===== src/rtl/neighbor_builder.sv =====
// ---------------------------------------------------------------------------
// neighbor_builder
//
// Walks the triangle list held in object RAM and builds a per-vertex
// neighbour table in neighbour RAM for the downstream averaging stage.
// Entry for vertex v (0-based) starts at v*MAX_NEIGHBOR_COUNT: word 0 is the
// neighbour count, words 1..MAX_NEIGHBOR_COUNT-1 are 1-based neighbour
// indices in insertion order.
//
// Ports
//   clk, rst_n         clock (posedge) and asynchronous active-low reset
//   start              one-cycle pulse, begins a build when idle
//   vertex_count       number of vertices, sampled at start
//   face_count         number of triangles, sampled at start
//   RAM_OBJ_*          object RAM port (read only: WE/Di are tied to 0)
//   RAM_NBR_*          neighbour RAM port (read and full-word write)
//   busy               high from the cycle after start until done
//   done               one-cycle pulse when the table is complete
//   overflow           sticky: a neighbour was dropped, its list was full
//   idx_err            sticky: a face held an index 0 or >vertex_count
// ---------------------------------------------------------------------------
module neighbor_builder #(
    parameter int MAX_NEIGHBOR_COUNT = 10,
    parameter int ADDR_WIDTH         = 9
) (
    input  logic                  clk,
    input  logic                  rst_n,
    input  logic                  start,
    input  logic [31:0]           vertex_count,
    input  logic [31:0]           face_count,
    input  logic [31:0]           RAM_OBJ_Do,
    input  logic [31:0]           RAM_NBR_Do,
    output logic                  RAM_OBJ_EN,
    output logic [ADDR_WIDTH-1:0] RAM_OBJ_A,
    output logic [3:0]            RAM_OBJ_WE,
    output logic [31:0]           RAM_OBJ_Di,
    output logic                  RAM_NBR_EN,
    output logic [ADDR_WIDTH-1:0] RAM_NBR_A,
    output logic [3:0]            RAM_NBR_WE,
    output logic [31:0]           RAM_NBR_Di,
    output logic                  busy,
    output logic                  done,
    output logic                  overflow,
    output logic                  idx_err
);

    localparam logic [31:0] MAX_W     = 32'(MAX_NEIGHBOR_COUNT);
    localparam logic [31:0] LAST_SLOT = MAX_W - 32'd1;

    typedef enum logic [3:0] {
        S_IDLE,
        S_CLEAR,
        S_FACE_RD,
        S_EDGE,
        S_CNT_RD,
        S_SCAN,
        S_APPEND,
        S_CNT_WR,
        S_NEXT_FACE,
        S_DONE
    } state_t;

    state_t      state_q, state_d;
    logic [1:0]  ph_q, ph_d;
    logic [2:0]  pair_q, pair_d;
    logic [31:0] vc_q, vc_d;
    logic [31:0] fc_q, fc_d;
    logic [31:0] clr_idx_q, clr_idx_d;
    logic [31:0] face_idx_q, face_idx_d;
    logic [31:0] a_q, a_d;
    logic [31:0] b_q, b_d;
    logic [31:0] c_q, c_d;
    logic [31:0] src_q, src_d;
    logic [31:0] nbr_q, nbr_d;
    logic [31:0] cnt_q, cnt_d;
    logic [31:0] slot_q, slot_d;
    logic        overflow_q, overflow_d;
    logic        idx_err_q, idx_err_d;

    logic [ADDR_WIDTH-1:0] obj_a_c;
    logic [ADDR_WIDTH-1:0] nbr_a_c;
    logic [3:0]            nbr_we_c;
    logic [31:0]           nbr_di_c;
    logic                  busy_c;
    logic                  done_c;
    logic [31:0]           entry_base;
    logic [31:0]           clr_base;

    // A face index is usable only when it names an existing vertex (1-based).
    function automatic logic bad_idx(input logic [31:0] idx, input logic [31:0] vc);
        return (idx == 32'd0) || (idx > vc);
    endfunction

    always_ff @(posedge clk or negedge rst_n) begin
        if (!rst_n) begin
            state_q    <= S_IDLE;
            ph_q       <= '0;
            pair_q     <= '0;
            vc_q       <= '0;
            fc_q       <= '0;
            clr_idx_q  <= '0;
            face_idx_q <= '0;
            a_q        <= '0;
            b_q        <= '0;
            c_q        <= '0;
            src_q      <= '0;
            nbr_q      <= '0;
            cnt_q      <= '0;
            slot_q     <= '0;
            overflow_q <= 1'b0;
            idx_err_q  <= 1'b0;
        end else begin
            state_q    <= state_d;
            ph_q       <= ph_d;
            pair_q     <= pair_d;
            vc_q       <= vc_d;
            fc_q       <= fc_d;
            clr_idx_q  <= clr_idx_d;
            face_idx_q <= face_idx_d;
            a_q        <= a_d;
            b_q        <= b_d;
            c_q        <= c_d;
            src_q      <= src_d;
            nbr_q      <= nbr_d;
            cnt_q      <= cnt_d;
            slot_q     <= slot_d;
            overflow_q <= overflow_d;
            idx_err_q  <= idx_err_d;
        end
    end

    // Entry base addresses; wrap-around on the truncated address is accepted.
    always_comb begin
        entry_base = (src_q - 32'd1) * MAX_W;
        clr_base   = clr_idx_q * MAX_W;
    end

    // Next-state and output logic. Reads are split into an issue phase and a
    // capture phase (ph_q) to cover the one-cycle RAM read latency.
    always_comb begin
        state_d    = state_q;
        ph_d       = ph_q;
        pair_d     = pair_q;
        vc_d       = vc_q;
        fc_d       = fc_q;
        clr_idx_d  = clr_idx_q;
        face_idx_d = face_idx_q;
        a_d        = a_q;
        b_d        = b_q;
        c_d        = c_q;
        src_d      = src_q;
        nbr_d      = nbr_q;
        cnt_d      = cnt_q;
        slot_d     = slot_q;
        overflow_d = overflow_q;
        idx_err_d  = idx_err_q;
        obj_a_c    = '0;
        nbr_a_c    = '0;
        nbr_we_c   = 4'b0000;
        nbr_di_c   = '0;
        busy_c     = 1'b0;
        done_c     = 1'b0;

        case (state_q)
            S_IDLE: begin
                if (start) begin
                    vc_d       = vertex_count;
                    fc_d       = face_count;
                    overflow_d = 1'b0;
                    idx_err_d  = 1'b0;
                    clr_idx_d  = '0;
                    face_idx_d = '0;
                    ph_d       = '0;
                    state_d    = S_CLEAR;
                end
            end

            S_CLEAR: begin
                busy_c  = 1'b1;
                nbr_a_c = ADDR_WIDTH'(clr_base);
                if (vc_q != 32'd0) begin
                    nbr_we_c = 4'b1111;
                end
                if ((vc_q == 32'd0) || (clr_idx_q == vc_q - 32'd1)) begin
                    ph_d    = '0;
                    state_d = (fc_q == 32'd0) ? S_DONE : S_FACE_RD;
                end else begin
                    clr_idx_d = clr_idx_q + 32'd1;
                end
            end

            // Phases 0..2 issue the three index reads; data trails by one phase.
            S_FACE_RD: begin
                busy_c  = 1'b1;
                obj_a_c = ADDR_WIDTH'(32'd3 * vc_q + 32'd3 * face_idx_q + {30'd0, ph_q});
                ph_d    = ph_q + 2'd1;
                case (ph_q)
                    2'd1:    a_d = RAM_OBJ_Do;
                    2'd2:    b_d = RAM_OBJ_Do;
                    2'd3: begin
                        c_d  = RAM_OBJ_Do;
                        ph_d = '0;
                        if (bad_idx(a_q, vc_q) || bad_idx(b_q, vc_q) ||
                            bad_idx(RAM_OBJ_Do, vc_q)) begin
                            idx_err_d = 1'b1;
                            state_d   = S_NEXT_FACE;
                        end else begin
                            pair_d  = '0;
                            state_d = S_EDGE;
                        end
                    end
                    default: ;
                endcase
            end

            S_EDGE: begin
                busy_c  = 1'b1;
                pair_d  = pair_q + 3'd1;
                ph_d    = '0;
                state_d = S_CNT_RD;
                case (pair_q)
                    3'd0:    begin src_d = a_q; nbr_d = b_q; end
                    3'd1:    begin src_d = a_q; nbr_d = c_q; end
                    3'd2:    begin src_d = b_q; nbr_d = a_q; end
                    3'd3:    begin src_d = b_q; nbr_d = c_q; end
                    3'd4:    begin src_d = c_q; nbr_d = a_q; end
                    3'd5:    begin src_d = c_q; nbr_d = b_q; end
                    default: begin
                        pair_d  = pair_q;
                        state_d = S_NEXT_FACE;
                    end
                endcase
            end

            S_CNT_RD: begin
                busy_c  = 1'b1;
                nbr_a_c = ADDR_WIDTH'(entry_base);
                if (ph_q == 2'd0) begin
                    ph_d = 2'd1;
                end else begin
                    cnt_d   = RAM_NBR_Do;
                    slot_d  = 32'd1;
                    ph_d    = '0;
                    state_d = S_SCAN;
                end
            end

            // slot_q > cnt_q also covers an empty list (slot starts at 1).
            S_SCAN: begin
                busy_c  = 1'b1;
                nbr_a_c = ADDR_WIDTH'(entry_base + slot_q);
                if (slot_q > cnt_q) begin
                    state_d = S_APPEND;
                end else if (ph_q == 2'd0) begin
                    ph_d = 2'd1;
                end else if (RAM_NBR_Do == nbr_q) begin
                    ph_d    = '0;
                    state_d = S_EDGE;
                end else begin
                    slot_d = slot_q + 32'd1;
                    ph_d   = '0;
                end
            end

            S_APPEND: begin
                busy_c = 1'b1;
                if (cnt_q >= LAST_SLOT) begin
                    overflow_d = 1'b1;
                    state_d    = S_EDGE;
                end else begin
                    nbr_a_c  = ADDR_WIDTH'(entry_base + cnt_q + 32'd1);
                    nbr_we_c = 4'b1111;
                    nbr_di_c = nbr_q;
                    state_d  = S_CNT_WR;
                end
            end

            S_CNT_WR: begin
                busy_c   = 1'b1;
                nbr_a_c  = ADDR_WIDTH'(entry_base);
                nbr_we_c = 4'b1111;
                nbr_di_c = cnt_q + 32'd1;
                state_d  = S_EDGE;
            end

            S_NEXT_FACE: begin
                busy_c     = 1'b1;
                face_idx_d = face_idx_q + 32'd1;
                ph_d       = '0;
                state_d    = (face_idx_q + 32'd1 == fc_q) ? S_DONE : S_FACE_RD;
            end

            S_DONE: begin
                done_c  = 1'b1;
                state_d = S_IDLE;
            end

            default: state_d = S_IDLE;
        endcase
    end

    assign RAM_OBJ_EN = busy_c;
    assign RAM_OBJ_A  = obj_a_c;
    assign RAM_OBJ_WE = 4'b0000;
    assign RAM_OBJ_Di = 32'd0;
    assign RAM_NBR_EN = busy_c;
    assign RAM_NBR_A  = nbr_a_c;
    assign RAM_NBR_WE = nbr_we_c;
    assign RAM_NBR_Di = nbr_di_c;
    assign busy       = busy_c;
    assign done       = done_c;
    assign overflow   = overflow_q;
    assign idx_err    = idx_err_q;

endmodule


===== config.mk =====
export PLATFORM = sky130hd
export DESIGN_NAME = neighbor_builder
export DESIGN_NICKNAME = d
export VERILOG_FILES = /design/src/rtl/neighbor_builder.sv
export SDC_FILE = /design/constraint.sdc
export NUM_CORES = 1
export LEC_CHECK = 0
export ABC_AREA = 1
export BUFFER_PORTS_ARGS = -buffer_cell sky130_fd_sc_hd__buf_4
export CAP_MARGIN = 10
export CORE_ASPECT_RATIO = 1.1
export CORE_MARGIN = 3
export CORE_UTILIZATION = 61
export CTS_BUF_LIST = sky130_fd_sc_hd__clkbuf_8
export DETAILED_ROUTE_END_ITERATION = 16
export GPL_ROUTABILITY_DRIVEN = 0
export GPL_TIMING_DRIVEN = 0
export PLACE_DENSITY_LB_ADDON = 0.08
export SYNTH_ARGS = -nofsm -noshare
export SYNTH_HDL_FRONTEND = slang
export SYNTH_SLANG_ARGS = --single-unit

===== constraint.sdc =====
create_clock -name clk -period 5.6 [get_ports clk]
set_clock_uncertainty 0.15 [all_clocks]
set_input_delay 0.84 -clock clk [delete_from_list [all_inputs] [get_ports clk]]
set_output_delay 0.84 -clock clk [all_outputs]
set_load 0.05 [all_outputs]

==> key figures, run 1 <==
Outcome
  – Result of the run: finished clean

Final layout
  – Fraction of layout instances using a drive strength above 1: 10.2%
  – Post-layout util: 71.6%
  – Number of nets in the layout: 4216
  – Synthesis-to-finish area growth: 14.4%

Synth
  – Yosys reg bits: 339
  – Most frequently used flop master after synthesis: dfrtp_1
  – Async SR Flop Fraction: 100%
  – Number of instances in the synthesized netlist: 3580
  – Syn_area_per_cell: 7.13 um^2
  – Number of enable flip-flop cells after synthesis: 0
  – Share of the synthesized area in the top cell type: 33.3%
  – Count of distinct cell types in the synthesized netlist: 52
  – Combined area of all synthesized cells: 25500 um^2
  – Library cell occupying the most area in the post-synthesis netlist: dfrtp_1
  – Leading post-synthesis cells by cell area: dfrtp_1 33%, nand2_1 13%, ha_1 9.6%, inv_1 7.2%, o21ai_0 6.8%
  – Synth Warn #: 0
  – Sequential cell area fraction in the yosys report: 33.3%

Timing
  – Max-slew violation count: 0
  – Post-route worst setup slack: 235 ps
  – RSZ-0062 raised after global routing: false
  – Total setup violations reported at the end of the flow: 0
  – Period Utilization, post-route: 95.8%
  – Slew margin rel.: 37.3%
  – Minimum clock period: 5370 ps
  – Slew at the pin closest to its max-slew limit: 932 ps
  – Post-Route Hold Slack: 29.7 ps
  – Sum of negative setup slack: 0 ps
  – Maximum clock rate: 0.186 GHz
  – Hold Vio Cnt, Final: 0

Clock tree
  – Number of CTS-inserted buffers: 57
  – Quantity of hold-fixing buffers added after cts: 0
  – Number of sinks handled by clock tree synthesis: 339
  – # H-tree levels: 2
  – Cell at the root of the clock tree: clkbuf_8
  – CTS Buffer Depth: 3
  – TritonCTS clock tree: yes
  – Clock Latency Late Sink: 680 ps
  – Clock input transition at the sequential cells of the worst setup and hold paths: 60 ps

Setup path
  – Nature of the critical path endpoint: output port
  – Critical Path End: RAM_OBJ_A[8]
  – Kind of critical path: reg -> out
  – Arrival time worst endpoint: 4380 ps
  – CP Launch Point: vc_q[0]
  – Critical register-to-register path startpoint: cnt_q[14]
  – Number of cells traversed by the worst register-to-register path: 14
  – Endpoint of the most critical register-to-register path: slot_q[12]
  – Setup slack of the worst register-to-register path: 2120 ps
  – Crit start category: flop
  – Largest fanout on the critical path: 7
  – Worst EP required: 4610 ps

Floorplan
  – Die Footprint: 44300 um^2
  – I/O pin count: 227
  – Floorplan core area: 40800 um^2
  – Y dimension of the die: 220 um
  – Starting Density: 62.6%
  – X dimension of the die: 201 um
  – Site row count: 77

GRT
  – Global-route wire length before repair: 134 mm
  – Pin count of the biggest net entering global routing: 126
  – Antenna violations before repair: 1
  – Total congestion overflow after global routing: 0
  – Overall track demand over capacity in global routing: 38.0%
  – Via count of the first global-routing pass: 25600

Routing
  – Final antenna-violating net count: 0
  – # DRC: 0
  – Post-detailed-routing wire length: 85.4 mm
  – Detailed-route wire length per cell: 19.1 um
  – Via Count: 26500
  – Drt via density: 5.93
  – 1st-pass router iterations: 9
  – First DRT Iteration DRCs: 2948

Placement
  – Post-Place Worst Slack: 659 ps
  – Input/output buffers: 190
  – Detailed-placement wirelength estimate: 68.0 mm

Pwr
  – Leak Pwr: 15.2 nW
  – Power density normalized to cell area: 226 nW/um^2
  – Worst IR Drop VDD: 0.179 mV

Hold path
  – Worst hold path type: in -> async

Job
  – Max-capacitance violation count: 0
power breakdown:
| part | switching (mW) | internal, mW |
|---|---|---|
| Combinational | 0.855 | 0.397 |
| Sequential | 0.215 | 2.60 |
| Clock | 1.10 | 1.41 |
| Total | 2.17 | 4.41 |
timing repair:
item | in CTS | in global routing
endpoints found under the setup margin | 1 | 3
pin swaps | 0 | 0
resized for setup | 1 | 4
setup buffers | 0 | 4
sequential cells by signal, summed over array words and instances, names as in the netlist:
signal,cells
a_q,32
slot_q,32
state_q,4
vc_q,32
pair_q,3
face_idx_q,32
idx_err,1
cnt_q,32
c_q,32
ph_q,2
src_q,8
b_q,32
fc_q,32
overflow,1
clr_idx_q,32
nbr_q,32
worst max-delay path: stages (launching register included):
cell and delay, ps:
dfrtp_1 590, fa_1 590, inv_1 50, fa_1 390, fa_1 410, o21ai_0 210, a21oi_1 90, inv_1 100
nand2_1 60, nand2_1 60, a21oi_1 90, nor2_1 120, o21ai_0 100, nand2_1 100, o21ai_0 100, a21oi_1 360
buf_4 280
worst min path at each step:
stage / start / end / slack (ps) / depth (start not counted)
after detailed placement: c_q[16] / c_q[16] / 320 / 2
after global routing: rst_n / slot_q[11] / 80 / 1
after floorplan: c_q[10] / c_q[10] / 300 / 2
after CTS: rst_n / slot_q[7] / 30 / 1
final: rst_n / slot_q[7] / 30 / 1
after global placement: c_q[20] / c_q[20] / 320 / 2
cells in the mapped netlist (5+ instances only):
cell and instances:
nor3_1 64, xor2_1 85, o21ai_1 18, o21ai_2 15, nand2_2 5, clkbuf_1 84, nand3b_1 18, o22ai_1 107
o21bai_1 8, o21ai_0 346, inv_1 487, nor2_2 11, nand2_1 906, o211ai_1 9, xnor2_1 29, nand3_1 115
buf_1 5, dfrtp_1 339, nor4_1 44, buf_4 42, ha_1 195, a21oi_1 115, o31ai_1 17, nand4_1 90
nor2_1 341, buf_6 5, fa_1 20, o21a_1 7
cell usage in the layout (no fill, tap or decap), types with 7 or more instances in the layout:
cell type,Yosys,layout
xnor2_1,29,28
nand3b_1,18,18
dfrtp_1,339,339
o31ai_1,17,17
inv_1,487,494
o21ai_0,346,345
o211ai_1,9,9
ha_1,195,195
clkinv_2,0,13
o21ai_1,18,19
fa_1,20,20
nor4_1,44,44
nand3_1,115,115
nor2_2,11,11
nor3_1,64,64
o21bai_1,8,8
clkbuf_1,84,84
nor2_1,341,341
nand4_1,90,90
xor2_1,85,83
conb_1,1,36
a21oi_1,115,115
o21ai_2,15,15
clkbuf_8,0,73
nand2_1,906,906
o22ai_1,107,107
buf_4,42,235
o21a_1,7,7
kinds of logic (layout without fill, tap and decap cells):
logic type                 count (synthesis)  in the layout  synth area share (%)
xor gates and xnor gates                 118            118                  4.27
AOI/OAI and AO/OA                        660            660                  14.3
other                                      1             37                0.0147
adders and majority gates                215            215                  11.1
buffers and inverters                    634            935                  10.1
DFF                                      339            339                  33.3
and+or+nand+nor                         1613           1613                  26.9
final cells by class:
cell class                 count  area (um^2)
buffer                       140          726
fill                        3392        11600
sequential                   339         8480
multi-input combinational   2642        14600
antenna                        1         2.50
clock inverter                32          300
inverter                     494         1860
timing repair buffer         196         1520
tap                          553          692
clock buffer                  73         1000
routing by layer:
metal	track usage [%]	part of all wire, %
met1	48.2	38
met5	0	0
met2	61.0	45
met3	7.14	10
met4	23.2	6.6
metrics by stage:
step	power (mW)	instances	instance area [um^2]
final	6.59	4470	29200
after global routing	6.87	4469	29200
after CTS	6.54	4465	29100
after detailed placement	4.05	4360	27800
after global placement	3.98	4358	27800
after floorplan	3.55	3615	25600
No activity file was read; power rests on OpenSTA's default activity.
==> inputs of run 2 (changes only) <==
Settings changed: ABC_AREA 1 to not set, CORE_UTILIZATION 61 to 56.
Clock period 5.6 ns to 4.7 ns, I/O delays scaled along.
==> key figures, run 2 <==
Synth
  – Count of distinct cell types in the synthesized netlist: 87 (+67%)
  – Yosys reg bits: 339 (unchanged)
  – Share of the synthesized area in the top cell type: 35.3% (+2.1 points)
  – Library cell occupying the most area in the post-synthesis netlist: dfrtp_1
  – Number of enable flip-flop cells after synthesis: 0 (unchanged)
  – Async SR Flop Fraction: 100% (unchanged)
  – Most frequent cell after synthesis: nand2_1
  – Most frequently used flop master after synthesis: dfrtp_1
  – Synth Warn #: 0 (unchanged)
  – Syn_area_per_cell: 8.88 um^2 (+25%)
  – Combined area of all synthesized cells: 24000 um^2 (-5.8%)
  – Leading post-synthesis cells by instance count: 393 x nand2_1, 339 x dfrtp_1, 269 x o21ai_0, 195 x ha_1, 131 x a21oi_1
  – Leading post-synthesis cells by cell area: dfrtp_1 35%, ha_1 10%, nand2_1 6.1%, o21ai_0 5.6%, mux2_2 4.6%
  – Sequential cell area fraction in the yosys report: 35.3% (+2.1 points)
  – Number of instances in the synthesized netlist: 2706 (-24%)

Final layout
  – Post-route cell area: 28100 um^2 (-3.8%)
  – Count of antenna diodes in the layout: 0 (-1)
  – Top library cells by usage in the layout, fill and taps aside: 393 x nand2_1, 330 x dfrtp_1, 265 x o21ai_0
  – Fraction of layout instances using a drive strength above 1: 17.3% (+7.1 points)
  – Final instance count without filler cells: 3621 (-19%)
  – Number of nets in the layout: 3360 (-20%)
  – Most common cell after layout, fill and taps aside: nand2_1
  – Synthesis-to-finish area growth: 16.9%

Floorplan
  – Y dimension of the die: 223 um (+1.3%)
  – I/O pin count: 227 (unchanged)
  – Die Footprint: 45400 um^2 (+2.5%)
  – Site row count: 78 (+1.3%)
  – Starting Density: 57.5% (-5.1 points)
  – Floorplan core area: 41800 um^2 (+2.5%)
  – X dimension of the die: 203 um (+1.2%)

Timing
  – Minimum clock period: 5020 ps
  – Hold Vio Cnt, Final: 0 (unchanged)
  – RSZ-0062 raised after global routing: true
  – Period Utilization, post-route: 107%
  – Slew at the pin closest to its max-slew limit: 1110 ps (+178 ps)
  – Post-route worst setup slack: -319 ps (-554 ps)
  – Max-slew violation count: 0 (unchanged)
  – Total setup violations reported at the end of the flow: 3 (+3)
  – Post-Route Hold Slack: 47.2 ps (+17.5 ps)
  – Maximum clock rate: 0.199 GHz
  – Slew margin rel.: 25.4% (-12 points)

Setup path
  – Critical register-to-register path startpoint: cnt_q[5]
  – Largest fanout on the critical path: 2 (-5)
  – CP Launch Point: src_q[2]
  – Crit start category: flop
  – Nature of the critical path endpoint: output port
  – Worst EP required: 3850 ps (-760 ps)
  – Kind of critical path: reg -> out
  – Arrival time worst endpoint: 4160 ps (-220 ps)

Routing
  – # DRC: 0 (unchanged)
  – First DRT Iteration DRCs: 2324 (-21%)
  – Post-detailed-routing wire length: 79.4 mm (-7.1%)
  – Final antenna-violating net count: 0 (unchanged)
  – Drt via density: 6.27 (+5.8%)
  – 1st-pass router iterations: 7 (-2)
  – Detailed-route wire length per cell: 21.9 um (+15%)
  – Via Count: 22700 (-14%)

Clock tree
  – Number of sinks handled by clock tree synthesis: 339 (unchanged)
  – # H-tree levels: 2 (unchanged)
  – CTS Buffer Depth: 3 (unchanged)
  – Cell at the root of the clock tree: clkbuf_8
  – Clock Latency Late Sink: 710 ps (+30 ps)
  – Clock input transition at the sequential cells of the worst setup and hold paths: 70 ps (about the same)
  – TritonCTS clock tree: yes
  – Number of CTS-inserted buffers: 59 (+3.5%)

GRT
  – Overall track demand over capacity in global routing: 33.9% (-4.1 points)
  – Via count of the first global-routing pass: 22100 (-14%)
  – Pin count of the biggest net entering global routing: 126 (unchanged)
  – Total congestion overflow after global routing: 0 (unchanged)
  – Antenna violations before repair: 0 (-1)
  – Global-route wire length before repair: 122 mm (-8.8%)

Placement
  – Post-Place Worst Slack: 48.0 ps (-611 ps)
  – Cell area reported after detailed placement: 26300 um^2 (-5.3%)
  – Total instance count after detailed placement: 3493 (-20%)
  – Input/output buffers: 190 (unchanged)
  – Detailed-placement wirelength estimate: 60.1 mm (-12%)

Job
  – Max-capacitance violation count: 0 (unchanged)

Hold path
  – Worst hold path type: in -> reg
  – Hold_sp: face_count[0]

Pwr
  – Power density normalized to cell area: 227 nW/um^2 (+0.59%)
  – Worst IR Drop VDD: 0.219 mV (+22%)
  – Leak Pwr: 12.6 nW (-17%)

Outcome
  – Violated checks: setup timing
  – Result of the run: finished with violations
[run 2: cell count changes after synthesis, moves of 17 or more]
cell and change:
o22ai_1 -99, nand3_1 -47, and3_1 +42, nand2_1 -513
nand2b_1 +17, or3_1 +31, o21ai_0 -77, inv_1 -371
a22oi_1 +39, mux2_2 +98, nor2_1 -234, xnor2_1 +89
nor4_1 +33
[run 2: cell families after synthesis]
family	share of synthesized area, %
AND/OR/NAND/NOR	20.0
AO/OA/AOI/OAI	15.3
flip-flops	35.3
buffers and inverters	5.16
adder cells (fa/ha/maj)	11.8
XOR/XNOR	7.33
multiplexers	5.09
other	0.0156
[run 2: worst paths after layout]
kind / end / slack, ps / depth (start not counted)
max: RAM_NBR_A[8] / -320 / 15
min: fc_q[0] / 50 / 3
max reg2reg: slot_q[30] / 330 / 11
min reg2reg: c_q[10] / 350 / 1
max in group asynchronous: b_q[26] / 2720 / 3
min in group asynchronous: face_idx_q[16] / 570 / 2
[run 2: worst max-delay path: stages (launching register included)]
cell	delay, ps
dfrtp_1	390
or3_4	440
xnor2_4	160
ha_4	290
ha_4	130
inv_2	30
fa_2	510
inv_2	50
ha_4	240
a21oi_2	140
o21bai_1	110
a21oi_2	160
xnor2_1	80
a222oi_1	370
o21ai_1	160
buf_6	190
[run 2: stage by stage]
stage               setup TNS (ps)  total power [mW]  util, %
floorplan                        0              3.22        -
global placement           -122120              3.45     62.9
detailed placement               0              3.47     63.1
CTS                           -628              6.39     66.8
global route                 -1050              6.54     67.2
finish                        -583              6.37     67.2
[run 2: metal layers]
metal | GRT usage, % | share of wire, %
met1 | 44.6 | 41
met2 | 55.8 | 46
met3 | 5.19 | 8.1
met4 | 14.9 | 4.8
met5 | 0 | 0
[run 2: cell type report]
cell class	instances	area [um^2]
Inverter	116	438
Sequential cell	339	8490
Fill cell	3471	13700
Clock buffer	74	1020
Multi-Input combinational cell	2129	14700
Buffer	157	808
Timing Repair Buffer	212	1660
Tap cell	560	701
Clock inverter	34	255
[run 2: what timing repair did]
item | in CTS | in global routing
hold buffers | 1 | 0
setup buffers | 13 | 4
setup endpoints to repair | 30 | 32
hold endpoints to repair | 106 | 0
pin swaps | 19 | 21
resized for setup | 39 | 24
gates cloned | 0 | 0
[run 2: power by group]
part	internal, mW	switching, mW
registers	2.96	0.0664
logic	0.160	0.241
clock network	1.59	1.36
